==> src/rtl/riscy_mem_port_arbiter.sv <==
// Shares one OBI-style memory port between the instruction-fetch and data-LSU ports.
// Holds the selected requester until the grant arrives and routes in-order responses back to the issuing port.
module riscy_mem_port_arbiter #(
   parameter int unsigned ADDR_WIDTH      = 32,
   parameter int unsigned DATA_WIDTH      = 32,
   parameter int unsigned MAX_OUTSTANDING = 2,
   parameter bit          RR_EN           = 1'b1
) (
   input  logic                    clk_i,
   input  logic                    rst_ni,
   input  logic                    instr_req_i,
   input  logic [ADDR_WIDTH-1:0]   instr_addr_i,
   output logic                    instr_gnt_o,
   output logic                    instr_rvalid_o,
   output logic [DATA_WIDTH-1:0]   instr_rdata_o,
   input  logic                    data_req_i,
   input  logic                    data_we_i,
   input  logic [DATA_WIDTH/8-1:0] data_be_i,
   input  logic [ADDR_WIDTH-1:0]   data_addr_i,
   input  logic [DATA_WIDTH-1:0]   data_wdata_i,
   output logic                    data_gnt_o,
   output logic                    data_rvalid_o,
   output logic [DATA_WIDTH-1:0]   data_rdata_o,
   output logic                    mem_req_o,
   output logic                    mem_we_o,
   output logic [DATA_WIDTH/8-1:0] mem_be_o,
   output logic [ADDR_WIDTH-1:0]   mem_addr_o,
   output logic [DATA_WIDTH-1:0]   mem_wdata_o,
   input  logic                    mem_gnt_i,
   input  logic                    mem_rvalid_i,
   input  logic [DATA_WIDTH-1:0]   mem_rdata_i,
   output logic                    spurious_o,
   output logic                    busy_o
);

   localparam int unsigned BE_WIDTH  = DATA_WIDTH / 8;
   localparam int unsigned PTR_WIDTH = (MAX_OUTSTANDING > 1) ? $clog2(MAX_OUTSTANDING) : 1;
   localparam int unsigned CNT_WIDTH = $clog2(MAX_OUTSTANDING + 1);

   typedef enum logic {IDLE = 1'b0, WAIT_GNT = 1'b1} state_e;
   typedef enum logic {OWN_INSTR = 1'b0, OWN_DATA = 1'b1} owner_e;

   state_e                 state_q;
   owner_e                 lock_q;
   owner_e                 last_owner_q;
   owner_e                 order_q [MAX_OUTSTANDING];
   logic [PTR_WIDTH-1:0]   wr_ptr_q;
   logic [PTR_WIDTH-1:0]   rd_ptr_q;
   logic [CNT_WIDTH-1:0]   count_q;

   owner_e                 owner;
   owner_e                 head;
   logic                   full;
   logic                   empty;
   logic                   req_c;
   logic                   grant;
   logic                   pop;

   function automatic logic [PTR_WIDTH-1:0] ptr_inc(input logic [PTR_WIDTH-1:0] p);
      return (p == PTR_WIDTH'(MAX_OUTSTANDING - 1)) ? '0 : p + PTR_WIDTH'(1);
   endfunction

   // Owner selection: a locked owner always wins, otherwise resolve ties by RR or fixed priority
   always_comb begin
      owner = OWN_INSTR;
      if (state_q == WAIT_GNT) begin
         owner = lock_q;
      end else if (instr_req_i && data_req_i) begin
         if (RR_EN) owner = (last_owner_q == OWN_INSTR) ? OWN_DATA : OWN_INSTR;
         else       owner = OWN_DATA;
      end else if (data_req_i) begin
         owner = OWN_DATA;
      end
   end

   assign full  = (count_q == CNT_WIDTH'(MAX_OUTSTANDING));
   assign empty = (count_q == '0);
   assign req_c = !full && ((state_q == WAIT_GNT) || instr_req_i || data_req_i);
   assign grant = req_c && mem_gnt_i;
   assign pop   = mem_rvalid_i && !empty;
   assign head  = order_q[rd_ptr_q];

   // Request channel fields; every output is held at zero while reset is asserted
   always_comb begin
      mem_req_o   = 1'b0;
      mem_we_o    = 1'b0;
      mem_be_o    = '0;
      mem_addr_o  = '0;
      mem_wdata_o = '0;
      instr_gnt_o = 1'b0;
      data_gnt_o  = 1'b0;
      if (rst_ni) begin
         mem_req_o = req_c;
         if (owner == OWN_DATA) begin
            mem_we_o    = data_we_i;
            mem_be_o    = data_be_i;
            mem_addr_o  = data_addr_i;
            mem_wdata_o = data_wdata_i;
         end else begin
            mem_be_o    = {BE_WIDTH{1'b1}};
            mem_addr_o  = instr_addr_i;
         end
         instr_gnt_o = grant && (owner == OWN_INSTR);
         data_gnt_o  = grant && (owner == OWN_DATA);
      end
   end

   // Response channel: rdata is broadcast, rvalid goes only to the port at the FIFO head
   always_comb begin
      instr_rvalid_o = 1'b0;
      data_rvalid_o  = 1'b0;
      instr_rdata_o  = '0;
      data_rdata_o   = '0;
      spurious_o     = 1'b0;
      busy_o         = 1'b0;
      if (rst_ni) begin
         instr_rvalid_o = pop && (head == OWN_INSTR);
         data_rvalid_o  = pop && (head == OWN_DATA);
         instr_rdata_o  = mem_rdata_i;
         data_rdata_o   = mem_rdata_i;
         spurious_o     = mem_rvalid_i && empty;
         busy_o         = !empty || (state_q == WAIT_GNT);
      end
   end

   // Lock FSM, round-robin history and in-order owner FIFO
   always_ff @(posedge clk_i or negedge rst_ni) begin
      if (!rst_ni) begin
         state_q      <= IDLE;
         lock_q       <= OWN_INSTR;
         last_owner_q <= OWN_INSTR;
         wr_ptr_q     <= '0;
         rd_ptr_q     <= '0;
         count_q      <= '0;
         for (int i = 0; i < int'(MAX_OUTSTANDING); i++) order_q[i] <= OWN_INSTR;
      end else begin
         case (state_q)
            IDLE: begin
               if (req_c && !mem_gnt_i) begin
                  state_q <= WAIT_GNT;
                  lock_q  <= owner;
               end
            end
            WAIT_GNT: begin
               if (grant) state_q <= IDLE;
            end
            default: state_q <= IDLE;
         endcase

         if (grant) begin
            last_owner_q      <= owner;
            order_q[wr_ptr_q] <= owner;
            wr_ptr_q          <= ptr_inc(wr_ptr_q);
         end
         if (pop) rd_ptr_q <= ptr_inc(rd_ptr_q);

         case ({grant, pop})
            2'b10:   count_q <= count_q + CNT_WIDTH'(1);
            2'b01:   count_q <= count_q - CNT_WIDTH'(1);
            default: count_q <= count_q;
         endcase
      end
   end

endmodule

==> config.mk <==
export PLATFORM = sky130hd
export DESIGN_NAME = riscy_mem_port_arbiter
export DESIGN_NICKNAME = d
export VERILOG_FILES = /design/src/rtl/riscy_mem_port_arbiter.sv
export SDC_FILE = /design/constraint.sdc
export NUM_CORES = 1
export LEC_CHECK = 0
export CAP_MARGIN = 40
export CORE_AREA = 2 2 108 110
export DETAILED_ROUTE_END_ITERATION = 10
export DIE_AREA = 0 0 110 112
export HOLD_SLACK_MARGIN = 0.06
export PLACE_DENSITY = 0.62
export SKIP_CTS_REPAIR_TIMING = 1
export SLEW_MARGIN = 20
export SYNTH_ARGS = -nofsm -noshare
export SYNTH_HDL_FRONTEND = slang
export SYNTH_SLANG_ARGS = --single-unit
==> constraint.sdc <==
create_clock -name clk_i -period 4.94 [get_ports clk_i]
set_clock_uncertainty 0.2 [all_clocks]
set_input_delay 1.235 -clock clk_i [delete_from_list [all_inputs] [get_ports clk_i]]
set_output_delay 1.235 -clock clk_i [all_outputs]
set_load 0.05 [all_outputs]
Word-level counts from Yosys, hierarchy flattened
Index checks and enable logic that the tools add are counted.
{"block": "word_totals", "regBits": 9, "input_bits": 139, "out_inout_bits": 140, "wordCells": 75}
{"block": "op_classes", "add_sub_neg": 4, "magnitude_cmp": 3, "n_eq_ne": 3, "mux": 32, "bitwise": 5, "reduce_logical": 20}
{"op": "$mux 32", "n": 5}
{"op": "$mux 1", "n": 21}
{"op": "$logic_and 1x1->1", "n": 11}
{"op": "$mux 4", "n": 2}
{"op": "$eq 2x2->1 const B", "n": 2}
{"op": "$ge 2x2->1 const B", "n": 2}
{"op": "$not 1->2", "n": 2}
{"op": "$pmux 2 s2", "n": 1}
{"op": "$logic_not 1->1", "n": 3}
{"op": "$logic_or 1x1->1", "n": 3}
{"op": "$not 1->1", "n": 3}
{"op": "$add 1x1->1 const B", "n": 2}
{"op": "$add 2x1->2 const B", "n": 1}
{"op": "$bwmux 2", "n": 1}
{"op": "$eq 2x1->1 const B", "n": 1}
{"op": "$logic_not 2->1", "n": 1}
{"op": "$lt 2x1->1 const B", "n": 1}
{"op": "$pmux 1 s2", "n": 1}
{"op": "$reduce_and 2->1", "n": 1}
{"op": "$reduce_bool 2->1", "n": 1}
{"op": "$sub 2x1->2 const B", "n": 1}
{"op": "$demux 1 s1", "n": 1}

Longest topological paths before layout
{"block": "depth", "word_depth": 7, "mapped_depth": 6, "ltp_nobuf": 6}

Least setup slack after synthesis
OpenSTA, ideal clock, no wires.
{"block": "synth_path", "path_kind": "input port to output port", "startpoint": "in data_req_i", "endpoint": "out instr_gnt_o", "arrival_time_ps": 2742, "required_ps": 3505, "slack_ps": 763, "cell_stages": 4, "path_buffers": 1, "path_cell_list": "a21bo_2 -> o21ai_4 -> buf_6 -> nor3_1"}
{"block": "synth_between", "elab_chain_cells": 6, "word_cells_on_any_way": 10, "cone_classes": "mux (4); bitwise (1); reduce/logical (5)"}
{"element": "from (decl)", "line_no": "16", "text": "input logic data_req_i,"}
{"element": "$mux 1 / $logic_and 1x1->1 (equally long branches)", "line_no": "71, 68"}
{"element": "$mux 1", "line_no": "68", "text": "end else if (instr_req_i && data_req_i) begin"}
{"element": "$mux 1", "line_no": "66", "text": "if (state_q == WAIT_GNT) begin"}
{"element": "$not 1->1", "line_no": "103", "text": "instr_gnt_o = grant && (owner == OWN_INSTR);"}
{"element": "$logic_and 1x1->1 (*)", "line_no": "103"}
{"element": "$mux 1 (*)", "line_no": "92", "text": "if (rst_ni) begin"}
{"element": "to (decl)", "line_no": "13", "text": "output logic instr_gnt_o,"}
Mark *: on every way between the ends. The rest lies on a longest branch, timed or not.

Worst setup path after layout
{"block": "layout_path", "startpoint": "in data_req_i", "endpoint": "out mem_req_o"}
{"block": "layout_between", "elab_chain_cells": 3}
{"element": "$logic_or 1x1->1", "line_no": "78", "text": "assign req_c = !full && ((state_q == WAIT_GNT) || instr_req_i || data_req_i);"}
{"element": "$logic_and 1x1->1", "line_no": "78"}
{"element": "$mux 1", "line_no": "92"}
{"element": "to (decl)", "line_no": "24", "text": "output logic mem_req_o,"}
No other way between the ends.

==> reports/metrics.csv <==
metric,value,unit
status,"complete, no violations",
crit_arrival,3060,ps
worst_slew_pin_slew,518,ps
synth_edf_count,0,
internal_power,1030,µW
diodes,0,
relSlewSlack,0.654,
htreeDepth,1,
irDropWorstVdd,0.310,mV
drtPass1Iterations,4,
finalSetupTns,0,ps
crit_required,3500,ps
power_frac_comb,0.860,
p_clk_frac,0.068,
worstRegToRegCells,5,
cts_buffer_depth,2,
layout_min_cycle_time,4500,ps
mappedNetlistArea,0.00174,mm²
ys.flop_type,dfrtp_1,
setup.worst_path.start,data_req_i,
ant_nets,0,
crit_type,input port to primary output,
num_rows,39,
viasPerCell,4.20,
worst_setup_path_start_kind,input port,
syn_nets,374,
cap_viol_max_count,0,
die_area,0.0123,mm²
yosysUniqueCellTypes,36,
rrSetupSlack,3050,ps
p_per_area,406,mW/mm²
syn_to_final_growth,198,%
syn_inst,234,
cts_tree,yes,
ys_top_cells_by_area,"o2bb2ai_1 16%, buf_4 14%, dfrtp_1 13%",
cts_sinks,9,
synth-seq-cells,9,
p_sw,1070,µW
yosysSeqAreaShare,0.130,
ys_warn_count,0,
numCtsBuffers,3,
vias,2583,
wirelength,9510,µm
synth_top_cell_by_area,o2bb2ai_1,
grt_setup_unrepaired,no,
worst-path-max-fanout,4,
drt-initial-drc-count,112,
cts_root_buffer,clkbuf_16,
dp_hpwl,8150,µm
drive_above_1_share,0.197,
swShare,0.510,
die_w,110,µm
period_share,0.910,
core,0.0112,mm²
p_seq_frac,0.072,
grt_pass1_vias,2690,
grt_overflow,0,
antenna_found_initial,0,
synth.top_cell.area_share,0.161,
hold_viol,0,
syn_avg_cell_area,7.42,µm²
start_util,0.155,
grt_max_degree,52,
async_reset_ff_frac,1.00,
die_y,112,µm
pre_cts_ws,450,ps
drc,0,
nNetsFinal,613,
slew_violations,0,
endpoint,mem_req_o,
fmax,222,MHz
pin_count,279,
setup_slack,443,ps
worstReg2RegEnd,count_q[1],
wire_per_inst,15.5,µm
track_usage,0.143,
min-delay-start,order_q[1],
clock_latency,230,ps
leakagePower,0.00213,µW
finalSetupViolations,0,
grt_pass1_wl,13900,µm
hold_path.class,flop to flop,
nFillCells,1043,
clkTransAtPathRegs,40,ps
yosys-top-cells-count,"34 x and3_1, 34 x nand2_1, 32 x and2_1, 32 x buf_4, 32 x o2bb2ai_1",
end_kind,primary output,
gp_congestion,0.791,
portBuffers,278,
[layout by cell type, fill, tap and decap left out, types with 2 or more instances in the layout]
cell type	count
clkdlybuf4s50_1	203
nand2_1	34
xnor2_1	3
clkbuf_16	3
and2_1	32
mux2_2	3
buf_4	11
and3_1	34
dfrtp_1	9
buf_12	70
xor2_1	2
o21a_1	4
o2bb2ai_1	32
nor2_1	3
nor3_1	4
nor2b_1	2
inv_1	2
[power groups by stage]
stage,Clock (µW),Combinational (µW),Sequential [µW]
final,143,1810,151
after global placement,0,1780,149
after floorplan,0,995,142
after global routing,152,1890,155
after CTS,146,1830,151
after detailed placement,0,1820,152
[stage by stage]
stage | instances | hold WS, ps | area [µm²] | power [µW] | util
after floorplan | 234 | 260 | 1740 | 1140 | -
after global placement | 610 | 281 | 5070 | 1930 | 0.454
after detailed placement | 611 | 297 | 5100 | 1970 | 0.456
after CTS | 615 | 306 | 5180 | 2130 | 0.463
after global routing | 615 | 312 | 5180 | 2200 | 0.463
final | 615 | 302 | 5180 | 2100 | 0.463
[cell type report]
| cell class | count | area (µm²) | share of cell area |
|---|---|---|---|
| Timing Repair Buffer | 286 | 3550 | 0.686 |
| Multi-Input combinational cell | 171 | 1140 | 0.220 |
| Sequential cell | 9 | 225 | 0.0435 |
| Tap cell | 143 | 179 | 0.0346 |
| Clock buffer | 4 | 78.8 | 0.0152 |
| Inverter | 2 | 7.51 | 0.00145 |
[cells by family after synthesis]
kind of cell               Yosys count  share of synthesized area
buffers and inverters               54                      0.215
xor gates and xnor gates             5                     0.0252
and+or+nand+nor                    116                      0.366
AOI/OAI and AO/OA                   44                      0.225
muxes                                5                     0.0317
DFF                                  9                      0.130
adders and majority gates            1                    0.00720
[per-layer routing]
| layer | track usage | wire [µm] |
|---|---|---|
| met5 | 0 | 0 |
| met4 | 0.0278 | 110 |
| met3 | 0.0398 | 1180 |
| met2 | 0.275 | 4900 |
| met1 | 0.153 | 3320 |
[worst max-delay path, stage by stage]
cell	delay, ps
clkdlybuf4s50_1	460
or3_1	470
and3_1	200
clkdlybuf4s50_1	700
[how the worst min path moves through the flow]
stage | endpoint | cells after the start
global route | lock_q | 1
floorplan | wr_ptr_q | 1
global placement | wr_ptr_q | 1
detailed placement | order_q[1] | 1
CTS | order_q[1] | 1
finish | order_q[1] | 1
Power figures use the tool's default switching activity.
